--- src/rtl/vga_pkg.sv ---
// rtl/vga_pkg.sv - default 640x480@60 timing constants shared by the VGA timing slice
//
// Purpose: default divider/timing parameters, the derived line/frame totals
// and sync window bounds, and a window-membership helper.
// Ports: none (package).
package vga_pkg;

  localparam int DEF_CLK_DIV   = 4;

  localparam int DEF_H_VISIBLE = 640;
  localparam int DEF_H_FP      = 16;
  localparam int DEF_H_SYNC    = 96;
  localparam int DEF_H_BP      = 48;

  localparam int DEF_V_VISIBLE = 480;
  localparam int DEF_V_FP      = 10;
  localparam int DEF_V_SYNC    = 2;
  localparam int DEF_V_BP      = 33;

  localparam int H_TOTAL  = DEF_H_VISIBLE + DEF_H_FP + DEF_H_SYNC + DEF_H_BP;
  localparam int V_TOTAL  = DEF_V_VISIBLE + DEF_V_FP + DEF_V_SYNC + DEF_V_BP;
  localparam int HS_START = DEF_H_VISIBLE + DEF_H_FP;
  localparam int HS_END   = HS_START + DEF_H_SYNC;
  localparam int VS_START = DEF_V_VISIBLE + DEF_V_FP;
  localparam int VS_END   = VS_START + DEF_V_SYNC;

  // lo <= x < hi, evaluated in 11 bits so an upper bound of 1024 still works
  // for a 10-bit counter.
  function automatic logic in_window(input logic [9:0] x, input int lo, input int hi);
    return ({1'b0, x} >= 11'(lo)) && ({1'b0, x} < 11'(hi));
  endfunction

endpackage

--- src/rtl/pclk_div.sv ---
// rtl/pclk_div.sv - pixel-tick divider, one tick every CLK_DIV enabled clocks
//
// Purpose: free-running 0..CLK_DIV-1 counter that holds while en is low.
// Ports:
//   clk   in  system clock
//   rst_n in  asynchronous active-low reset (counter to 0)
//   en    in  count enable; low holds the current count
//   tick  out high for the whole cycle in which the count is CLK_DIV-1
module pclk_div #(
  parameter int CLK_DIV = 4
) (
  input  logic clk,
  input  logic rst_n,
  input  logic en,
  output logic tick
);

  localparam int DW = (CLK_DIV > 1) ? $clog2(CLK_DIV) : 1;
  localparam logic [DW-1:0] LAST = DW'(CLK_DIV - 1);

  logic [DW-1:0] div_q;

  always_ff @(posedge clk or negedge rst_n) begin
    if (!rst_n) begin
      div_q <= '0;
    end else if (en) begin
      div_q <= (div_q == LAST) ? '0 : div_q + DW'(1);
    end
  end

  // Decoded from the held count, so it stays put while en is low and the
  // first enabled edge after resume continues exactly where counting stopped.
  assign tick = (div_q == LAST);

endmodule

--- src/rtl/vga_timing_gen.sv ---
// rtl/vga_timing_gen.sv - VGA raster timing generator (counters, syncs, pulses)
//
// Purpose: divides clk into pixel ticks and walks (h_cnt, v_cnt) across the
// raster, producing registered syncs, visible-area flag and line/frame pulses.
// Optional feature macro: VGA_FRAME_CNT_EN (enables the frame counter).
// Ports:
//   clk         in  system clock
//   rst_n       in  asynchronous active-low reset
//   en          in  run enable; low freezes divider, counters and outputs
//   pclk_en     out one-clk pixel tick
//   h_cnt       out current column 0..H_TOTAL-1
//   v_cnt       out current row 0..V_TOTAL-1
//   hsync       out horizontal sync, active low
//   vsync       out vertical sync, active low
//   valid       out high inside the visible area
//   line_start  out one-clk pulse when h_cnt becomes 0
//   frame_start out one-clk pulse when (h_cnt, v_cnt) becomes (0, 0)
//   frame_cnt   out frames completed since reset (0 without VGA_FRAME_CNT_EN)
module vga_timing_gen
  import vga_pkg::*;
#(
  parameter int CLK_DIV   = DEF_CLK_DIV,
  parameter int H_VISIBLE = DEF_H_VISIBLE,
  parameter int H_FP      = DEF_H_FP,
  parameter int H_SYNC    = DEF_H_SYNC,
  parameter int H_BP      = DEF_H_BP,
  parameter int V_VISIBLE = DEF_V_VISIBLE,
  parameter int V_FP      = DEF_V_FP,
  parameter int V_SYNC    = DEF_V_SYNC,
  parameter int V_BP      = DEF_V_BP
) (
  input  logic        clk,
  input  logic        rst_n,
  input  logic        en,
  output logic        pclk_en,
  output logic [9:0]  h_cnt,
  output logic [9:0]  v_cnt,
  output logic        hsync,
  output logic        vsync,
  output logic        valid,
  output logic        line_start,
  output logic        frame_start,
  output logic [15:0] frame_cnt
);

  localparam int H_TOT = H_VISIBLE + H_FP + H_SYNC + H_BP;
  localparam int V_TOT = V_VISIBLE + V_FP + V_SYNC + V_BP;
  localparam int HS_LO = H_VISIBLE + H_FP;
  localparam int HS_HI = HS_LO + H_SYNC;
  localparam int VS_LO = V_VISIBLE + V_FP;
  localparam int VS_HI = VS_LO + V_SYNC;

  localparam logic [9:0] H_LAST = 10'(H_TOT - 1);
  localparam logic [9:0] V_LAST = 10'(V_TOT - 1);
  localparam logic [9:0] H_VIS  = 10'(H_VISIBLE);
  localparam logic [9:0] V_VIS  = 10'(V_VISIBLE);

  logic       tick;
  logic       advance;
  logic       h_wrap;
  logic       f_wrap;
  logic [9:0] h_nxt;
  logic [9:0] v_nxt;

  pclk_div #(
    .CLK_DIV (CLK_DIV)
  ) u_pclk_div (
    .clk   (clk),
    .rst_n (rst_n),
    .en    (en),
    .tick  (tick)
  );

  assign pclk_en = tick;
  assign advance = en & tick;
  assign h_wrap  = (h_cnt == H_LAST);
  assign f_wrap  = h_wrap && (v_cnt == V_LAST);

  always_comb begin
    h_nxt = h_wrap ? 10'd0 : h_cnt + 10'd1;
    v_nxt = v_cnt;
    if (h_wrap) begin
      v_nxt = (v_cnt == V_LAST) ? 10'd0 : v_cnt + 10'd1;
    end
  end

  // Syncs/valid are computed from the next counter values and registered
  // alongside the counters, so they always describe the current h_cnt/v_cnt.
  // Reset parks the counters on the last pixel so the first tick lands on (0,0).
  always_ff @(posedge clk or negedge rst_n) begin
    if (!rst_n) begin
      h_cnt       <= H_LAST;
      v_cnt       <= V_LAST;
      hsync       <= 1'b1;
      vsync       <= 1'b1;
      valid       <= 1'b0;
      line_start  <= 1'b0;
      frame_start <= 1'b0;
    end else begin
      line_start  <= 1'b0;
      frame_start <= 1'b0;
      if (advance) begin
        h_cnt       <= h_nxt;
        v_cnt       <= v_nxt;
        hsync       <= !in_window(h_nxt, HS_LO, HS_HI);
        vsync       <= !in_window(v_nxt, VS_LO, VS_HI);
        valid       <= (h_nxt < H_VIS) && (v_nxt < V_VIS);
        line_start  <= h_wrap;
        frame_start <= f_wrap;
      end
    end
  end

`ifdef VGA_FRAME_CNT_EN
  // The first wrap after reset opens frame 0 rather than completing one.
  logic        seen_first;
  logic [15:0] frame_q;

  always_ff @(posedge clk or negedge rst_n) begin
    if (!rst_n) begin
      seen_first <= 1'b0;
      frame_q    <= 16'd0;
    end else if (advance && f_wrap) begin
      seen_first <= 1'b1;
      if (seen_first) begin
        frame_q <= frame_q + 16'd1;
      end
    end
  end

  assign frame_cnt = frame_q;
`else
  assign frame_cnt = 16'd0;
`endif

endmodule

--- config.mk ---
export PLATFORM = sky130hd
export DESIGN_NAME = vga_timing_gen
export DESIGN_NICKNAME = d
export VERILOG_FILES = /design/src/rtl/vga_pkg.sv /design/src/rtl/pclk_div.sv /design/src/rtl/vga_timing_gen.sv
export SDC_FILE = /design/constraint.sdc
export NUM_CORES = 1
export LEC_CHECK = 0
export BUFFER_PORTS_ARGS = -buffer_cell sky130_fd_sc_hd__buf_2
export CORE_UTILIZATION = 45
export CTS_CLUSTER_DIAMETER = 120
export CTS_CLUSTER_SIZE = 25
export DETAILED_ROUTE_END_ITERATION = 16
export GPL_ROUTABILITY_DRIVEN = 0
export PLACE_DENSITY_LB_ADDON = 0.1
export SYNTH_ARGS = -nofsm -noshare
export SYNTH_HDL_FRONTEND = slang
export SYNTH_HIERARCHICAL = 1
export SYNTH_SLANG_ARGS = --single-unit
--- constraint.sdc ---
create_clock -name clk -period 5.1 [get_ports clk]
set_input_delay 1.53 -clock clk [delete_from_list [all_inputs] [get_ports clk]]
set_output_delay 1.53 -clock clk [all_outputs]
set_load 0.03 [all_outputs]
==> out/results.tsv, run 1 <==
metric	value	unit
largest net degree at the start of global routing	28	
async set-reset flop share out of synthesis	100	%
Peak Freq	340	MHz
DRT Wirelength	3570	µm
ANT cells	0	
DR vias	1466	
fin nets	232	
VDD IR-drop max	0.000104	V
crit path buf inv count	2	
io pins	45	
initial antenna violation count	0	
synthesized area per cell	8.65	µm²
P_leak	0.805	nW
cell taking the most area after synthesis	dfrtp_1	
synthesis warning total	6	
DRC Markers	0	
Crit path largest cell delay	460	ps
cts hold-fix bufs	0	
Startpoint Class	input port	
Max Slew Vio Count	0	
r2r setup slk	2210	ps
worst setup path endpoint	v_cnt[5]	
Final setup viols	0	
Multi-input gate area	915	µm²
number of cells on the critical path	6	
share of the synthesized area in the top cell type	21.6	%
vias in the first global route	1374	
Int Power	0.374	mW
GRT Total Usage	19.5	%
setup TNS	0	ps
drt wl/cell	13.2	µm
remaining global-route overflow	0	
Synth area leaders	dfrtp_1, dfstp_2, buf_4	
Seq pwr share	49.0	%
synthesized area	0.00174	mm²
RSZ-0062 raised after global routing	false	
CP Cell Sequence	buf_2, and2_1, nand2_2, clkinv_1, nand2_1, o41ai_1	
clock tree buffer depth	2	
post-synthesis sequential area ratio	39.7	%
Synth Register Bits	27	
Synth Flop Type	dfrtp_1	
max cap viols	0	
Min Clock Period, post-route	2940	ps
register area	691	µm²
reg2reg start	h_cnt[5]	
Total Power	0.601	mW
worst hold path class	flip-flop to flip-flop	
Area Growth Syn to Fin	7.78	%
die height	64.1	µm
fin worst setup slack	2160	ps
Clock Latency Late Sink	270	ps
Adder-Cell Fraction of Synth Area	3.60	%
hpwl dp	2540	µm
core area	0.00369	mm²
EDFF count, synth	0	
Antenna Nets Post-Route	0	
post-synthesis mux area share	2.09	%
Comb pwr share	30.7	%
Simple-Gate Fraction of Synth Area	24.1	%
Cell Rows	22	
critical path required time	5250	ps
post-synthesis compound-gate area fraction	15.3	%
final hold vios	0	
Die Width	64.1	µm
DIE AREA	0.00411	mm²
Setup Buffers After CTS	0	
largest family of logic cells by synthesized area	simple AND/OR/NAND/NOR gates	
xor and xnor area share after synthesis	4.03	%
measured slew at the worst slew-check pin	820	ps
TritonCTS clock tree	built	
Synth Instances	201	
Clk pwr share	20.3	%
Clock Skew	3.45	ps
root buffer cell	clkbuf_8	
critical-path maximum fanout	15	
share of layout cells above drive strength 1	22.4	%
critical path arrival	3090	ps
post-CTS sizing	0	
first-pass GRT wire length	6330	µm
fin util	50.8	%
Reg clk slew, reported paths	90	ps
P per Cell Area	321	mW/mm²
fillers	368	
CTS Buf Count	3	
worst slack at placement	1950	ps
Critical-path top delay cell	and2_1	
critical setup path kind	input port to flip-flop	
R2R cell count	6	
port bufs	28	
CTS sink cnt	27	
Net Sw Frac	37.7	%
drt first pass iters	4	
CP Launch Point	en	
FF-to-FF End	v_cnt[5]	
Rel. slew slack	44.9	%
Top delay family on crit path	simple AND/OR/NAND/NOR gates	
1st-iter DRT viols	84	
Net Sw Power	0.227	mW
status	finished, final reports clean	
depth of the CTS H-tree	1	
crit path capture type	flip-flop	
Initial Util	47.1	%
routed vias/inst	5.41	
Tcrit/Tclk final	57.7	%
post-synthesis cell type count	47	
-- power groups by stage --
stage	Sequential, mW	Clock [mW]	Combinational, mW
floorplan	0.342	0	0.105
global placement	0.297	0	0.184
detailed placement	0.299	0	0.186
CTS	0.296	0.126	0.186
global route	0.303	0.136	0.203
finish	0.295	0.122	0.184
-- through the flow --
| stage | std cells | cell area [µm²] | hold WS (ps) |
|---|---|---|---|
| 5_1_grt | 271 | 1870 | 526 |
| 3_3_place_gp | 267 | 1830 | 466 |
| 6_report | 271 | 1870 | 491 |
| 3_5_place_dp | 267 | 1830 | 483 |
| 2_1_floorplan | 216 | 1790 | 457 |
| 4_1_cts | 271 | 1870 | 497 |
-- placed cells by master (no fill, tap or decap), types with 2 or more instances in the layout --
master,netlist,final
a21oi_1,5,5
o21ai_0,14,14
inv_1,5,5
a31oi_1,4,4
nand2_1,31,31
xnor2_1,5,5
o31ai_1,6,6
dfstp_2,12,12
nand4_1,5,5
conb_1,1,16
nor3_1,8,8
buf_2,0,28
nand2b_1,4,4
and3_1,3,3
nor2b_1,2,2
nand3_1,8,8
dfrtp_1,15,15
clkbuf_8,0,3
or3_1,4,4
ha_1,5,5
xor2_1,3,3
nor2_1,14,14
-- registers in the layout, indices dropped and copies added (netlist names) --
name,count
h_cnt,10
v_cnt,10
u_pclk_div/div_q,2
frame_start,1
hsync,1
line_start,1
valid,1
vsync,1
-- tightest hold or removal path, stage by stage, from the launching register on --
cell and delay, ps:
dfstp_2 400, nand2_1 60, nand2_1 40
-- synthesized netlist by cell type (5+ instances only) --
cell,n
a21oi_1,5
clkbuf_1,5
dfstp_2,12
inv_1,5
ha_1,5
nor3_1,8
xnor2_1,5
o21ai_0,14
nand2_1,31
dfrtp_1,15
nor2_1,14
nand4_1,5
o31ai_1,6
buf_4,17
nand3_1,8
-- worst min path at each step --
| stage | end | cells past startpoint | slack (ps) | startpoint |
|---|---|---|---|---|
| after global placement | u_pclk_div/div_q[0] | 1 | 470 | u_pclk_div/div_q[0] |
| after detailed placement | h_cnt[1] | 2 | 480 | h_cnt[1] |
| after floorplan | u_pclk_div/div_q[0] | 1 | 460 | u_pclk_div/div_q[0] |
| after CTS | h_cnt[1] | 2 | 500 | h_cnt[1] |
| after global routing | h_cnt[1] | 2 | 530 | h_cnt[1] |
| final | h_cnt[1] | 2 | 490 | h_cnt[1] |
-- area by class of cell --
class	count	area share, %
multi-input cells	158	48.8
clock buffers	4	2.40
flip-flops and latches	27	36.9
inverters	6	1.20
repair buffers	28	7.48
well taps	48	3.21
-- per-layer routing --
| layer | part of all wire, % | vias up | global-route usage (%) |
|---|---|---|---|
| li1 | - | 717 | - |
| met1 | 46 | 692 | 26.6 |
| met2 | 48 | 53 | 32.0 |
| met3 | 4.8 | 4 | 2.32 |
| met4 | 0.95 | 0 | 6.39 |
| met5 | 0 | - | 0 |
-- logic make-up after synthesis --
| group | Yosys count |
|---|---|
| flops | 27 |
| xor+xnor | 8 |
| compound gates | 40 |
| buf+inv | 31 |
| simple gates | 86 |
| fa+ha+maj | 5 |
| mux | 3 |
| other cells | 1 |
(Power assumes the default switching activity.)
==> run 2, diff against run 1 <==
Clock period 5.1 ns to 2.66 ns, I/O delays scaled along.
==> out/results.tsv, run 2 (same netlist as run 1, synthesis figures left out) <==
metric	value	unit	change
Rel. slew slack	59.1	%	+14 points
depth of the CTS H-tree	1		unchanged
setup TNS	0	ps	unchanged
TritonCTS clock tree	built		
Crit path largest cell delay	590	ps	+130 ps
most frequent cells in the layout	nand2_1, buf_2, conb_1		
io pins	45		unchanged
CTS Buf Count	3		unchanged
fillers	354		-3.8%
Final setup viols	0		unchanged
Critical-path top delay cell	dfstp_2		
P_leak	0.825	nW	+2.5%
Reg clk slew, reported paths	90	ps	about the same
initial antenna violation count	0		unchanged
Area Growth Syn to Fin	9.50	%	
FF-to-FF End	vsync		
Top delay family on crit path	simple AND/OR/NAND/NOR gates		
register area	691	µm²	unchanged
most common cell after layout, fill and taps aside	nand2_1		
status	finished, final reports clean		
max cap viols	0		unchanged
critical path arrival	2610	ps	-480 ps
Min Clock Period, post-route	2420	ps	
P per Cell Area	609	mW/mm²	+90%
VDD IR-drop max	0.000263	V	+150%
crit path capture type	flip-flop		
Max Slew Vio Count	0		unchanged
port bufs	28		unchanged
DRC Markers	0		unchanged
CTS sink cnt	27		unchanged
fin worst setup slack	241	ps	-1920 ps
ANT cells	0		unchanged
RSZ-0062 raised after global routing	false		
WHS Endpoint	h_cnt[1]		
Initial Util	47.1	%	unchanged
Antenna Nets Post-Route	0		unchanged
Clock Skew	4.69	ps	+1.24 ps
critical-path maximum fanout	7		-8
DRT Wirelength	3630	µm	+1.8%
final hold vios	0		unchanged
Cell Rows	22		unchanged
drt wl/cell	13.2	µm	+0.31%
GRT Total Usage	19.4	%	-0.075 points
R2R cell count	7		+1
measured slew at the worst slew-check pin	613	ps	-207 ps
reg2reg start	h_cnt[9]		
Total Power	1.16	mW	+93%
first-pass GRT wire length	6280	µm	-0.76%
remaining global-route overflow	0		unchanged
core area	0.00369	mm²	unchanged
CP Cell Sequence	or4b_4, or3_1, buf_4, o21ai_0, nand4_1, o31ai_1, nand3_1		
largest net degree at the start of global routing	28		unchanged
drt first pass iters	4		unchanged
Hold Path Origin	h_cnt[1]		
Clock Latency Late Sink	270	ps	about the same
Die Width	64.1	µm	unchanged
DR vias	1463		-0.20%
vias in the first global route	1308		-4.8%
Multi-input gate area	915	µm²	unchanged
worst slack at placement	217	ps	-1730 ps
Worst Hold Depth	2		unchanged
worst hold path class	flip-flop to flip-flop		
clock tree buffer depth	2		unchanged
critical setup path kind	flip-flop to flip-flop		
Tcrit/Tclk final	90.9	%	
share of layout cells above drive strength 1	23.8	%	+1.4 points
die height	64.1	µm	unchanged
Peak Freq	413	MHz	
DIE AREA	0.00411	mm²	unchanged
biggest regs	h_cnt: 10 flops, v_cnt: 10 flops, u_pclk_div/div_q: 2 flops		
r2r setup slk	240	ps	-1970 ps
routed vias/inst	5.32		-1.7%
Startpoint Class	flip-flop		
Setup Buffers After CTS	0		unchanged
cts hold-fix bufs	0		unchanged
crit path buf inv count	1		-1
fin nets	236		+1.7%
hpwl dp	2630	µm	+3.4%
post-CTS sizing	0		unchanged
root buffer cell	clkbuf_8		
critical path required time	2850	ps	-2400 ps
1st-iter DRT viols	88		+4.8%
-- run 2: worst register-to-register path, cell delays in order (launching register included) --
cell and delay, ps:
dfstp_2 590, or4b_4 490, or3_1 380, buf_4 170
o21ai_0 150, nand4_1 140, o31ai_1 320, nand3_1 110
-- run 2: metal layers --
layer  global-route usage, %  wire length [µm]
met1                    27.4              1660
met2                    30.3              1730
met3                    2.86               209
met4                    6.67                37
met5                       0                 0
-- run 2: worst max-delay path by stage --
stage / start / endpoint / slack, ps / cells after the start
global route: h_cnt[9] / v_cnt[8] / 60 / 8
detailed placement: h_cnt[9] / vsync / 220 / 7
finish: h_cnt[9] / vsync / 240 / 7
CTS: h_cnt[9] / vsync / 200 / 7
global placement: h_cnt[9] / vsync / 240 / 7
floorplan: h_cnt[5] / valid / 60 / 8
-- run 2: area by class of cell --
type | count | share of cell area, %
Multi-Input combinational cell | 158 | 48.1
Sequential cell | 27 | 36.3
Timing Repair Buffer | 32 | 8.94
Tap cell | 48 | 3.16
Clock buffer | 4 | 2.37
Inverter | 6 | 1.18
-- run 2: through the flow --
stage                     instance area [µm²]  hold WS (ps)  utilization, %  instances
after floorplan                          1790           457               -        216
after global placement                   1860           464            50.4        271
after detailed placement                 1860           482            50.4        271
after CTS                                1900           496            51.6        275
after global routing                     1900           513            51.6        275
final                                    1900           488            51.6        275
-- run 2: where the power goes --
part	leakage (nW)	switching [mW]	internal (mW)
clock network	0.0228	0.126	0.107
logic	0.484	0.244	0.117
registers	0.318	0.0667	0.499
==> run 3, diff against run 2 <==
Settings changed: CORE_UTILIZATION 45 to 47.
==> out/results.tsv, run 3 (same netlist as run 1, synthesis figures left out) <==
metric	value	unit	change
status	finished, final reports clean		
RSZ-0062 raised after global routing	false		
crit path capture type	flip-flop		
hpwl dp	2650	µm	+0.91%
setup TNS	0	ps	unchanged
CP Cell Sequence	or4b_4, nor3_1, buf_4, nand2_2, clkinv_1, nand2_1, o41ai_1		
measured slew at the worst slew-check pin	614	ps	+0.951 ps
Setup Buffers After CTS	0		unchanged
first-pass GRT wire length	6470	µm	+3.0%
root buffer cell	clkbuf_8		
fin worst setup slack	209	ps	-32.2 ps
VDD IR-drop max	0.000279	V	+6.1%
drt first pass iters	4		unchanged
P_leak	0.828	nW	+0.33%
Peak Freq	408	MHz	-1.3%
Clock Skew	3.97	ps	-0.724 ps
Max Slew Vio Count	0		unchanged
critical path required time	2830	ps	-20 ps
Reg clk slew, reported paths	100	ps	about the same
CTS Buf Count	3		unchanged
P per Cell Area	615	mW/mm²	+0.93%
Critical-path top delay cell	dfstp_2		
CP Launch Point	h_cnt[9]		
io pins	45		unchanged
critical setup path kind	flip-flop to flip-flop		
Clock Latency Late Sink	280	ps	about the same
ANT cells	0		unchanged
initial antenna violation count	0		unchanged
1st-iter DRT viols	100		+14%
vias in the first global route	1369		+4.7%
Cell Rows	21		-4.5%
final hold vios	0		unchanged
tightest hold margin	492	ps	+3.29 ps
GRT Total Usage	20.6	%	+1.2 points
share of layout cells above drive strength 1	24.2	%	+0.44 points
DRC Markers	0		unchanged
Crit path largest cell delay	590	ps	about the same
fillers	324		-8.5%
DR vias	1488		+1.7%
max cap viols	0		unchanged
fin nets	236		unchanged
critical-path maximum fanout	9		+2
post-CTS sizing	0		unchanged
biggest regs	h_cnt: 10 flops, v_cnt: 10 flops, u_pclk_div/div_q: 2 flops		
TritonCTS clock tree	built		
Tcrit/Tclk final	92.1	%	+1.2 points
worst slack at placement	265	ps	+49.0 ps
worst hold path class	flip-flop to flip-flop		
core area	0.00344	mm²	-6.7%
cts hold-fix bufs	0		unchanged
crit path buf inv count	2		+1
fin util	55.3	%	+3.7 points
largest net degree at the start of global routing	28		unchanged
drt wl/cell	13.7	µm	+3.9%
most frequent cells in the layout	nand2_1, buf_2, conb_1		
Die Width	62.8	µm	-2.1%
routed vias/inst	5.45		+2.5%
DRT Wirelength	3750	µm	+3.1%
Initial Util	50.5	%	+3.4 points
Hold Path Origin	h_cnt[1]		
Top delay family on crit path	simple AND/OR/NAND/NOR gates		
die height	62.8	µm	-2.1%
Final setup viols	0		unchanged
depth of the CTS H-tree	1		unchanged
most common cell after layout, fill and taps aside	nand2_1		
Area Growth Syn to Fin	9.43	%	about the same
reg2reg start	h_cnt[9]		
clock tree buffer depth	2		unchanged
port bufs	28		unchanged
remaining global-route overflow	0		unchanged
Min Clock Period, post-route	2450	ps	+32.2 ps
Total Power	1.17	mW	+0.86%
Antenna Nets Post-Route	0		unchanged
CTS sink cnt	27		unchanged
DIE AREA	0.00395	mm²	-4.1%
critical path arrival	2620	ps	about the same
Rel. slew slack	59.1	%	-0.063 points
Startpoint Class	flip-flop		
-- run 3: where the power goes --
group	internal (mW)	total (mW)	leakage [nW]	switching, mW
logic	0.117	0.362	0.484	0.245
clock network	0.105	0.240	0.0255	0.134
registers	0.499	0.568	0.318	0.0694
total	0.720	1.17	0.828	0.449
-- run 3: through the flow --
stage | std cells | instance area (µm²)
after floorplan | 216 | 1790
after global placement | 269 | 1860
after detailed placement | 269 | 1860
after CTS | 273 | 1900
after global routing | 273 | 1900
final | 273 | 1900
-- run 3: tightest hold or removal path, stage by stage, from the launching register on --
cell	delay, ps
dfstp_2	400
nand2_1	50
nand2_1	40
-- run 3: per-layer routing --
layer / wire length, µm / global-route usage, %
met5: 0 / 0
met4: 41 / 6.10
met3: 161 / 1.82
met2: 1750 / 33.8
met1: 1790 / 28.6
-- run 3: cell type report --
cell class	instances	area, µm²	area share [%]
multi-input cells	158	915	48.1
inverters	6	22.5	1.18
clock buffers	3	41.3	2.17
repair buffers	32	170	8.95
well taps	46	57.6	3.03
flip-flops and latches	27	691	36.3
clock inverters	1	5.00	0.263
-- run 3: worst paths after layout --
kind,cells past startpoint,endpoint,slack (ps)
worst max register to register,7,v_cnt[5],210
max in group asynchronous,1,valid,1740
worst min register to register,2,h_cnt[1],490
worst min-delay path,2,h_cnt[1],490
worst max-delay path,7,v_cnt[5],210
min in group asynchronous,1,u_pclk_div/div_q[1],520
